`src/rtl/rx_gate_ctrl_pkg.sv`:
```
// Shared register map, CTRL bit indices and FSM state encoding for the rx gate controller.
package rx_gate_ctrl_pkg;

  localparam logic [1:0] CTRL_OFS    = 2'd0;
  localparam logic [1:0] TIMING_OFS  = 2'd1;
  localparam logic [1:0] HOLDOFF_OFS = 2'd2;

  localparam int unsigned CTRL_ENABLE    = 0;
  localparam int unsigned CTRL_POLARITY  = 1;
  localparam int unsigned CTRL_ONESHOT   = 2;
  localparam int unsigned CTRL_BYPASS    = 3;
  localparam int unsigned CTRL_CLR_STATS = 4;

  typedef enum logic [2:0] {
    ST_IDLE,
    ST_DELAY,
    ST_WINDOW,
    ST_HOLDOFF,
    ST_DONE
  } gate_state_t;

  function automatic logic [6:0] reg_addr(input logic [6:0] base, input logic [1:0] ofs);
    return base + 7'(ofs);
  endfunction

endpackage

```
`src/rtl/rx_gate_ctrl_sync.sv`:
```
// Two-flop trigger synchroniser, third flop for edge detect, polarity applied after sync.
module rx_gate_sync (
  input  logic clock,
  input  logic reset_n,
  input  logic trig_in,
  input  logic polarity,
  output logic trig_level,
  output logic trig_edge
);

  logic sync1, sync2, sync3, edge_q;

  always_ff @(posedge clock or negedge reset_n) begin
    if (!reset_n) begin
      sync1  <= 1'b0;
      sync2  <= 1'b0;
      sync3  <= 1'b0;
      edge_q <= 1'b0;
    end else begin
      sync1  <= trig_in;
      sync2  <= sync1;
      sync3  <= sync2;
      edge_q <= (sync2 ^ polarity) & ~(sync3 ^ polarity);
    end
  end

  assign trig_level = sync2 ^ polarity;
  assign trig_edge  = edge_q;

endmodule

```
`src/rtl/rx_gate_ctrl.sv`:
```
// Trigger-to-gate window controller feeding rx_buffer_ge; counts are in sample_strobe units.
// Optional window statistics counter built when RX_GATE_STATS_EN is defined.
module rx_gate_ctrl
  import rx_gate_ctrl_pkg::*;
#(
  parameter logic [6:0]  FR_BASE = 7'd80,
  parameter int unsigned CNT_W   = 16
) (
  input  logic        clock,
  input  logic        reset_n,
  input  logic [6:0]  serial_addr,
  input  logic [31:0] serial_data,
  input  logic        serial_strobe,
  input  logic        trig_in,
  input  logic        sample_strobe,
  output logic        gate_enable,
  output logic        gate_start,
  output logic        armed,
  output logic        missed,
  output logic [31:0] gate_count
);

  logic             ctrl_wr, timing_wr, holdoff_wr;
  logic [3:0]       ctrl_q;
  logic [CNT_W-1:0] delay_q, width_q, holdoff_q;
  logic             enable, oneshot, bypass;
  logic             trig_level, trig_edge;

  gate_state_t      state, state_nxt;
  gate_state_t      rest_st, ho_st, win_st, dly_st;
  logic [CNT_W-1:0] cnt, cnt_nxt, ho_cnt, win_cnt, dly_cnt;
  logic             start_q, missed_q, cnt_last;

  assign ctrl_wr    = serial_strobe && (serial_addr == reg_addr(FR_BASE, CTRL_OFS));
  assign timing_wr  = serial_strobe && (serial_addr == reg_addr(FR_BASE, TIMING_OFS));
  assign holdoff_wr = serial_strobe && (serial_addr == reg_addr(FR_BASE, HOLDOFF_OFS));

  always_ff @(posedge clock or negedge reset_n) begin
    if (!reset_n) begin
      ctrl_q    <= '0;
      delay_q   <= '0;
      width_q   <= '0;
      holdoff_q <= '0;
    end else begin
      if (ctrl_wr)    ctrl_q    <= serial_data[3:0];
      if (timing_wr) begin
        delay_q <= CNT_W'(serial_data[15:0]);
        width_q <= CNT_W'(serial_data[31:16]);
      end
      if (holdoff_wr) holdoff_q <= CNT_W'(serial_data[15:0]);
    end
  end

  assign enable  = ctrl_q[CTRL_ENABLE];
  assign oneshot = ctrl_q[CTRL_ONESHOT];
  assign bypass  = ctrl_q[CTRL_BYPASS];

  rx_gate_sync u_sync (
    .clock      (clock),
    .reset_n    (reset_n),
    .trig_in    (trig_in),
    .polarity   (ctrl_q[CTRL_POLARITY]),
    .trig_level (trig_level),
    .trig_edge  (trig_edge)
  );

  always_ff @(posedge clock or negedge reset_n) begin
    if (!reset_n) begin
      state   <= ST_IDLE;
      cnt     <= '0;
      start_q <= 1'b0;
    end else begin
      state   <= state_nxt;
      cnt     <= cnt_nxt;
      start_q <= (state_nxt == ST_WINDOW) && (state != ST_WINDOW);
    end
  end

  // Zero-length phases collapse into the next load: delay -> width -> holdoff -> rest.
  always_comb begin
    rest_st = oneshot ? ST_DONE : ST_IDLE;
    if (holdoff_q != '0) begin
      ho_st  = ST_HOLDOFF;
      ho_cnt = holdoff_q;
    end else begin
      ho_st  = rest_st;
      ho_cnt = '0;
    end
    if (width_q != '0) begin
      win_st  = ST_WINDOW;
      win_cnt = width_q;
    end else begin
      win_st  = ho_st;
      win_cnt = ho_cnt;
    end
    if (delay_q != '0) begin
      dly_st  = ST_DELAY;
      dly_cnt = delay_q;
    end else begin
      dly_st  = win_st;
      dly_cnt = win_cnt;
    end

    cnt_last  = sample_strobe && (cnt == CNT_W'(1));
    state_nxt = state;
    cnt_nxt   = cnt;

    // A CTRL write clearing enable aborts on the same edge it lands.
    if (bypass || !enable || (ctrl_wr && !serial_data[CTRL_ENABLE])) begin
      state_nxt = ST_IDLE;
      cnt_nxt   = '0;
    end else begin
      unique case (state)
        ST_IDLE: if (trig_edge) begin
          state_nxt = dly_st;
          cnt_nxt   = dly_cnt;
        end
        ST_DELAY: if (cnt_last) begin
          state_nxt = win_st;
          cnt_nxt   = win_cnt;
        end else if (sample_strobe) begin
          cnt_nxt = cnt - CNT_W'(1);
        end
        ST_WINDOW: if (cnt_last) begin
          state_nxt = ho_st;
          cnt_nxt   = ho_cnt;
        end else if (sample_strobe) begin
          cnt_nxt = cnt - CNT_W'(1);
        end
        ST_HOLDOFF: if (cnt_last) begin
          state_nxt = rest_st;
          cnt_nxt   = '0;
        end else if (sample_strobe) begin
          cnt_nxt = cnt - CNT_W'(1);
        end
        ST_DONE: if (ctrl_wr && serial_data[CTRL_ENABLE]) begin
          state_nxt = ST_IDLE;
          cnt_nxt   = '0;
        end
        default: begin
          state_nxt = ST_IDLE;
          cnt_nxt   = '0;
        end
      endcase
    end
  end

  always_ff @(posedge clock or negedge reset_n) begin
    if (!reset_n)     missed_q <= 1'b0;
    else if (ctrl_wr) missed_q <= 1'b0;
    else if (trig_edge && (state != ST_IDLE)) missed_q <= 1'b1;
  end

  always_comb begin
    gate_enable = bypass ? trig_level : (state == ST_WINDOW);
    gate_start  = start_q;
    armed       = (state == ST_IDLE) && enable;
    missed      = missed_q;
  end

`ifdef RX_GATE_STATS_EN
  logic [31:0] count_q;

  always_ff @(posedge clock or negedge reset_n) begin
    if (!reset_n)                                     count_q <= '0;
    else if (ctrl_wr && serial_data[CTRL_CLR_STATS]) count_q <= '0;
    else if (start_q)                                 count_q <= count_q + 32'd1;
  end

  assign gate_count = count_q;
`else
  assign gate_count = '0;
`endif

endmodule
```
`config.mk`:
```
export PLATFORM = sky130hd
export DESIGN_NAME = rx_gate_ctrl
export DESIGN_NICKNAME = d
export VERILOG_FILES = /design/src/rtl/rx_gate_ctrl_pkg.sv /design/src/rtl/rx_gate_ctrl_sync.sv /design/src/rtl/rx_gate_ctrl.sv
export SDC_FILE = /design/constraint.sdc
export NUM_CORES = 1
export LEC_CHECK = 0
export BUFFER_PORTS_ARGS = -buffer_cell sky130_fd_sc_hd__buf_2
export CORE_MARGIN = 2
export CORE_UTILIZATION = 57
export CTS_CLUSTER_DIAMETER = 150
export DETAILED_ROUTE_END_ITERATION = 6
export PLACE_DENSITY = 0.86
export SLEW_MARGIN = 5
export SYNTH_ARGS = -nofsm -noshare
export SYNTH_HDL_FRONTEND = slang
export SYNTH_SLANG_ARGS = --single-unit
```
`constraint.sdc`:
```
create_clock -name clock -period 2.4 [get_ports clock]
set_input_delay 0.36 -clock clock [delete_from_list [all_inputs] [get_ports clock]]
set_output_delay 0.36 -clock clock [all_outputs]
set_load 0.005 [all_outputs]
```
# After elaboration in Yosys (flattened, before gate mapping)
# Cells that the tools add are included.
[totals]
output_inout_bits = 36
inputBits = 44
word_cells = 74
reg_bits = 77
[classes]
reduce_logical = 20
eq_ne = 12
muxes = 25
add_sub_neg = 1
bitwise = 4
[op_table]
columns = ["op", "n"]
rows = [
  ["16-bit 2-to-1 mux", 10],
  ["16-bit case mux with 5 select lines", 1],
  ["16-bit nonzero test", 3],
  ["3-bit 2-to-1 mux", 10],
  ["7-bit equality test, second input constant", 3],
  ["16-bit by 1-bit equality test with 1-bit output, second input constant", 1],
  ["16-bit by 1-bit subtractor with 16-bit output, second input constant", 1],
  ["3-bit case mux with 5 select lines", 1],
  ["3-bit by 2-bit equality test with 1-bit output, second input constant", 3],
  ["1-bit logical AND", 9],
  ["3-bit by 2-bit inequality test with 1-bit output, second input constant", 2],
  ["3-bit by 1-bit equality test with 1-bit output, second input constant", 1],
  ["3-bit equality test, second input constant", 1],
  ["3-bit logical NOT", 1],
  ["1-bit 2-to-1 mux", 3],
  ["3-bit inequality test, second input constant", 1],
  ["3-bit nonzero test", 1],
  ["1-bit logical NOT", 2],
  ["1-bit logical OR", 2],
  ["2-bit AND reduction", 1],
  ["2-bit nonzero test", 1],
  ["1-bit XOR", 2],
  ["1-bit AND", 1],
  ["1-bit NOT", 1],
]

# Longest topological paths before layout
[logic_depth]
ltp_word = 9
depth_mapped = 9
ltp_nobuf = 8

# Modules after synthesis
# Synthesis repeated with hierarchy kept, for this count alone.
[hier_totals]
cells_unflattened = 486
area_unflattened_um2 = 4714.5
[modules_own_cells]
columns = ["mod", "n_inst", "area_each_um2", "cells_per_inst", "seq_area_each_um2"]
rows = [
  ["rx_gate_ctrl", 1, 4583.1, 478, 1826.8],
  ["rx_gate_sync", 1, 131.4, 8, 100.1],
]

# Worst setup path before layout
# Ideal clock, no wire load.
[synth_path]
path_kind = "input port to flip-flop"
from = "input serial_addr[3]"
to = "register holdoff_q[10]"
setup_time_ps = 125
path_buffers = 1
arrival_ps = 1809
required_time_ps = 2275
path_stages = 5
slack_ps = 466
cell_sequence = "nor4b_4 > nand3_1 > nor3b_2 > buf_4 > mux2_2"
[synth_via]
elab_chain_cells = 2
[synth_rtl]
columns = ["item", "line_no", "source"]
rows = [
  ["start: declaration", "rx_gate_ctrl.sv:11", "input logic [6:0] serial_addr,"],
  ["7-bit equality test", "rx_gate_ctrl.sv:36", "assign holdoff_wr = serial_strobe && (serial_addr == reg_addr(FR_BASE, HOLDOFF_OFS));"],
  ["1-bit logical AND", "rx_gate_ctrl.sv:36", ""],
  ["end signal: assignment", "rx_gate_ctrl.sv:50", "if (holdoff_wr) holdoff_q <= CNT_W'(serial_data[15:0]);"],
  ["end: declaration", "rx_gate_ctrl.sv:25", "logic [CNT_W-1:0] delay_q, width_q, holdoff_q;"],
]
# Every way passes these cells.
# A chain may end at the register's enable or synchronous reset.

# Worst setup path in the final report
[layout_path]
from = "register state[0]"
to = "register cnt[9]"
[layout_via]
elab_chain_cells = 3
elab_cells_between_ends = 10
classes_between = "eq/ne: 6; mux: 2; reduce/logical: 2"
[layout_rtl]
columns = ["item", "line_no", "source"]
rows = [
  ["start: declaration", "rx_gate_ctrl.sv:29", "gate_state_t state, state_nxt;"],
  ["start signal: assignment", "rx_gate_ctrl.sv:73", "state <= state_nxt;"],
  ["3-bit equality test (tied with other cells)", "rx_gate_ctrl.sv:113", "unique case (state)"],
  ["16-bit case mux with 5 select lines (tied with other cells)", "rx_gate_ctrl.sv:113", ""],
  ["16-bit 2-to-1 mux / 2-bit AND reduction (equally long branches)", "-", ""],
  ["end signal: assignment", "rx_gate_ctrl.sv:74", "cnt <= cnt_nxt;"],
  ["end: declaration", "rx_gate_ctrl.sv:31", "logic [CNT_W-1:0] cnt, cnt_nxt, ho_cnt, win_cnt, dly_cnt;"],
]
# Parallel ways exist; a longest one is shown, timed or not.

==> results_dict.tcl <==
set metrics [dict create \
    status "finished clean" \
    grt-busiest-layer "met2" \
    nNetsFinal 572 \
    cts_sinks 77 \
    fin_crit_ns 2.30 \
    fp.dieW_um 95.8 \
    clock.fmax_mhz 435 \
    grt-ovfl-total 0 \
    die-area_mm2 0.00918 \
    hold_class "input pin to register" \
    cts.path.max_buffers 2 \
    ant_nets 0 \
    grt_use_met2_pct 48.2 \
    wl_mm 13.4 \
    synth_area_mm2 0.00481 \
    yosysWarnings 0 \
    vdd_drop_max_mv 0.464 \
    netlist_instances 476 \
    maxSlewViolCount 0 \
    synth_compound_area_share_pct 16.3 \
    cts_buffers 9 \
    vias_per_cell 6.61 \
    synth-adder-area-share_pct 0.781 \
    slew_headroom_pct 36.8 \
    synth_edf_count 0 \
    ys_ff_latch 77 \
    vias 4199 \
    crit_end "cnt[9]$_DFFE_PN0P_" \
    diodes 0 \
    path_class "register to register" \
    final_cell_count_no_fill 635 \
    drt_iter0_drc 432 \
    synth_top_family_by_area "simple AND/OR/NAND/NOR gates" \
    seq_area_frac_synth_pct 40.1 \
    grt_util_met3_pct 7.20 \
    cp.required_ns 2.68 \
    cts_tree "built" \
    tightest_slew_ns 0.948 \
    drc 0 \
    grt_pass1_wl_mm 21.2 \
    cts_setup_buffers 0 \
    dr.pass1.iters 6 \
    synthXorXnorAreaFrac_pct 2.19 \
    report.power.total_mw 3.17 \
    placementRows 33 \
    synth.area.mux_share_pct 12.8 \
    port_buffers 47 \
    ctsResizeCount 0 \
    hold_viol_final 0 \
    min_from "trig_in" \
    use_met1_pct 42.0 \
    synth_ff_type "dfrtp_1" \
    htreeDepth 3 \
    cellPowerDensity_mw_per_mm2 598 \
    rsz0062_at_grt "false" \
    layout_worst_path_cycle_share_pct 95.8 \
    worst-r2r-setup-slack_ns 0.10 \
    rr_startpoint "state[0]$_DFF_PN0_" \
    syn_to_final_growth_pct 10.2 \
    worstPathArrival_ns 2.58 \
    ios 80 \
    cp-startpoint "state[0]$_DFF_PN0_" \
    crit_path_end_kind "register" \
    grt_max_degree 78 \
    ff2ff_path_depth 6 \
    antenna_found_initial 0 \
    critPathLaunchType "register" \
    setup_violations 0 \
    p_leak_nw 2.45 \
    wl_per_cell_um 21.1 \
    placedCellCount 619 \
    syn_avg_cell_area_um2 10.1 \
    worstReg2RegEnd "cnt[9]$_DFFE_PN0P_" \
    gp_congestion 1.04 \
    start_util_pct 58.8 \
    final_layout_size_suffix_gt1_share_pct 29.8 \
    max_cap_viol_count 0 \
    synthArstFlopShare_pct 100 \
    critPathMaxFanout 12 \
    grt_pass1_vias 4011 \
    ctsRootBufferMaster "clkbuf_8" \
    worstSkewPairLatency_ns 0.36 \
    synth_cell_type_count 65 \
    die_y_um 95.8 \
    path_clk_slew_ns 0.09 \
    fin_tns_setup_ns 0 \
    hpwl_mm 9.73 \
    hold_buffers 0 \
    clock_skew_ns 0.0146 \
    core_mm2 0.00818 \
    track_usage_pct 30.6 \
    synth-simple-area-share_pct 19.3 \
]
-- cells in the final DEF, fill, tap and decap left out, drive strengths merged, types with 5 or more instances in the layout --
cell type	count
o211ai	10
nor4	16
nor3b	7
nand3	5
nand2b	6
and2	6
a31oi	5
nor3	12
a21oi	26
xor2	5
o21ai	27
a21o	7
nor2b	7
nand4	11
nor2	39
xnor2	7
dfrtp	77
conb	32
buf	66
a222oi	9
clkbuf	10
mux2	52
a22o	5
nand2	29
-- report_power, final --
group / switching (mW) / internal, mW
sequential: 0.101 / 1.38
clock: 0.510 / 0.612
combinational: 0.324 / 0.239
-- cell type report --
class | instances | area, um2
Inverter | 3 | 11.3
Timing Repair Buffer | 66 | 405
Sequential cell | 77 | 1930
Clock buffer | 10 | 138
Clock inverter | 6 | 86.3
Multi-Input combinational cell | 368 | 2590
Tap cell | 105 | 131
Fill cell | 630 | 2880
-- cells in the mapped netlist (3+ instances only) --
| cell type | instances | area (um2) |
|---|---|---|
| dfrtp_1 | 77 | 1930 |
| mux2_2 | 52 | 586 |
| nor2_1 | 37 | 139 |
| buf_4 | 36 | 270 |
| nand2_1 | 27 | 101 |
| a21oi_1 | 26 | 130 |
| o21ai_0 | 21 | 105 |
| nor4_1 | 14 | 87.6 |
| buf_2 | 12 | 60.1 |
| nand4_1 | 10 | 62.6 |
| o211ai_1 | 10 | 75.1 |
| a222oi_1 | 9 | 90.1 |
| nor3_1 | 9 | 45.0 |
| a21o_1 | 7 | 52.6 |
| clkbuf_1 | 7 | 26.3 |
| nor2b_1 | 7 | 43.8 |
| xnor2_1 | 7 | 61.3 |
| and2_1 | 6 | 37.5 |
| nand2b_1 | 6 | 37.5 |
| a22o_1 | 5 | 43.8 |
| a31oi_1 | 5 | 31.3 |
| nand3_1 | 5 | 25.0 |
| o21ai_1 | 5 | 25.0 |
| xor2_1 | 5 | 43.8 |
| nor3b_1 | 4 | 30.0 |
| a221oi_1 | 3 | 26.3 |
| and3_1 | 3 | 18.8 |
| buf_6 | 3 | 33.8 |
| ha_1 | 3 | 37.5 |
| inv_1 | 3 | 11.3 |
| mux2i_1 | 3 | 30.0 |
| nor3_2 | 3 | 30.0 |
| or2_2 | 3 | 18.8 |
-- metrics by stage --
| stage | util [%] | worst slack (ns) | cell area, um2 | hold WS, ns |
|---|---|---|---|---|
| after detailed placement | 62.0 | 0.133 | 5070 | 0.336 |
| after CTS | 64.8 | 0.191 | 5290 | 0.109 |
| after global routing | 64.8 | 0.00457 | 5290 | 0.109 |
| after global placement | 62.0 | 0.196 | 5070 | 0.332 |
| final | 64.8 | 0.100 | 5290 | 0.106 |
| after floorplan | - | 0.466 | 4920 | 0.0644 |
-- metal layers --
metal / vias to the layer above / routed length, um
li1: 1812 / -
met3: 36 / 1380
met2: 301 / 6300
met4: 0 / 300
met1: 2050 / 5390
met5: - / 0
-- registers in the layout, summed over array words and instances (netlist names) --
name and cells:
u_sync.sync3 1, delay_q 16, missed 1, gate_start 1, u_sync.trig_edge 1, state 3, ctrl_q 4, width_q 16
u_sync.sync1 1, u_sync.sync2 1, holdoff_q 16, cnt 16
-- worst min-delay path by stage --
stage	to	depth (start not counted)	slack, ns
3_3_place_gp	u_sync.sync2$_DFF_PN0_	0	0.33
2_1_floorplan	cnt[0]$_DFFE_PN0P_	0	0.06
6_report	u_sync.sync1$_DFF_PN0_	1	0.11
3_5_place_dp	u_sync.sync2$_DFF_PN0_	0	0.34
4_1_cts	u_sync.sync1$_DFF_PN0_	1	0.11
5_1_grt	u_sync.sync1$_DFF_PN0_	1	0.11
-- logic make-up (layout without fill, tap and decap cells) --
family,Yosys count,count (layout)
other,1,32
muxes,55,55
and+or+nand+nor,155,155
adders and majority gates,3,3
buffers and inverters,62,85
DFF,77,77
xor gates and xnor gates,12,12
AOI/OAI and AO/OA,111,111
-- critical path: stages (launching register included) --
cell and delay [ns]:
dfrtp_1 0.66, nor3_1 0.10, nor3_1 0.34, o21ai_4 0.15, nor2_2 0.49, o21ai_0 0.32, o211ai_1 0.17
Note: power is estimated with default switching activity, not from simulation.
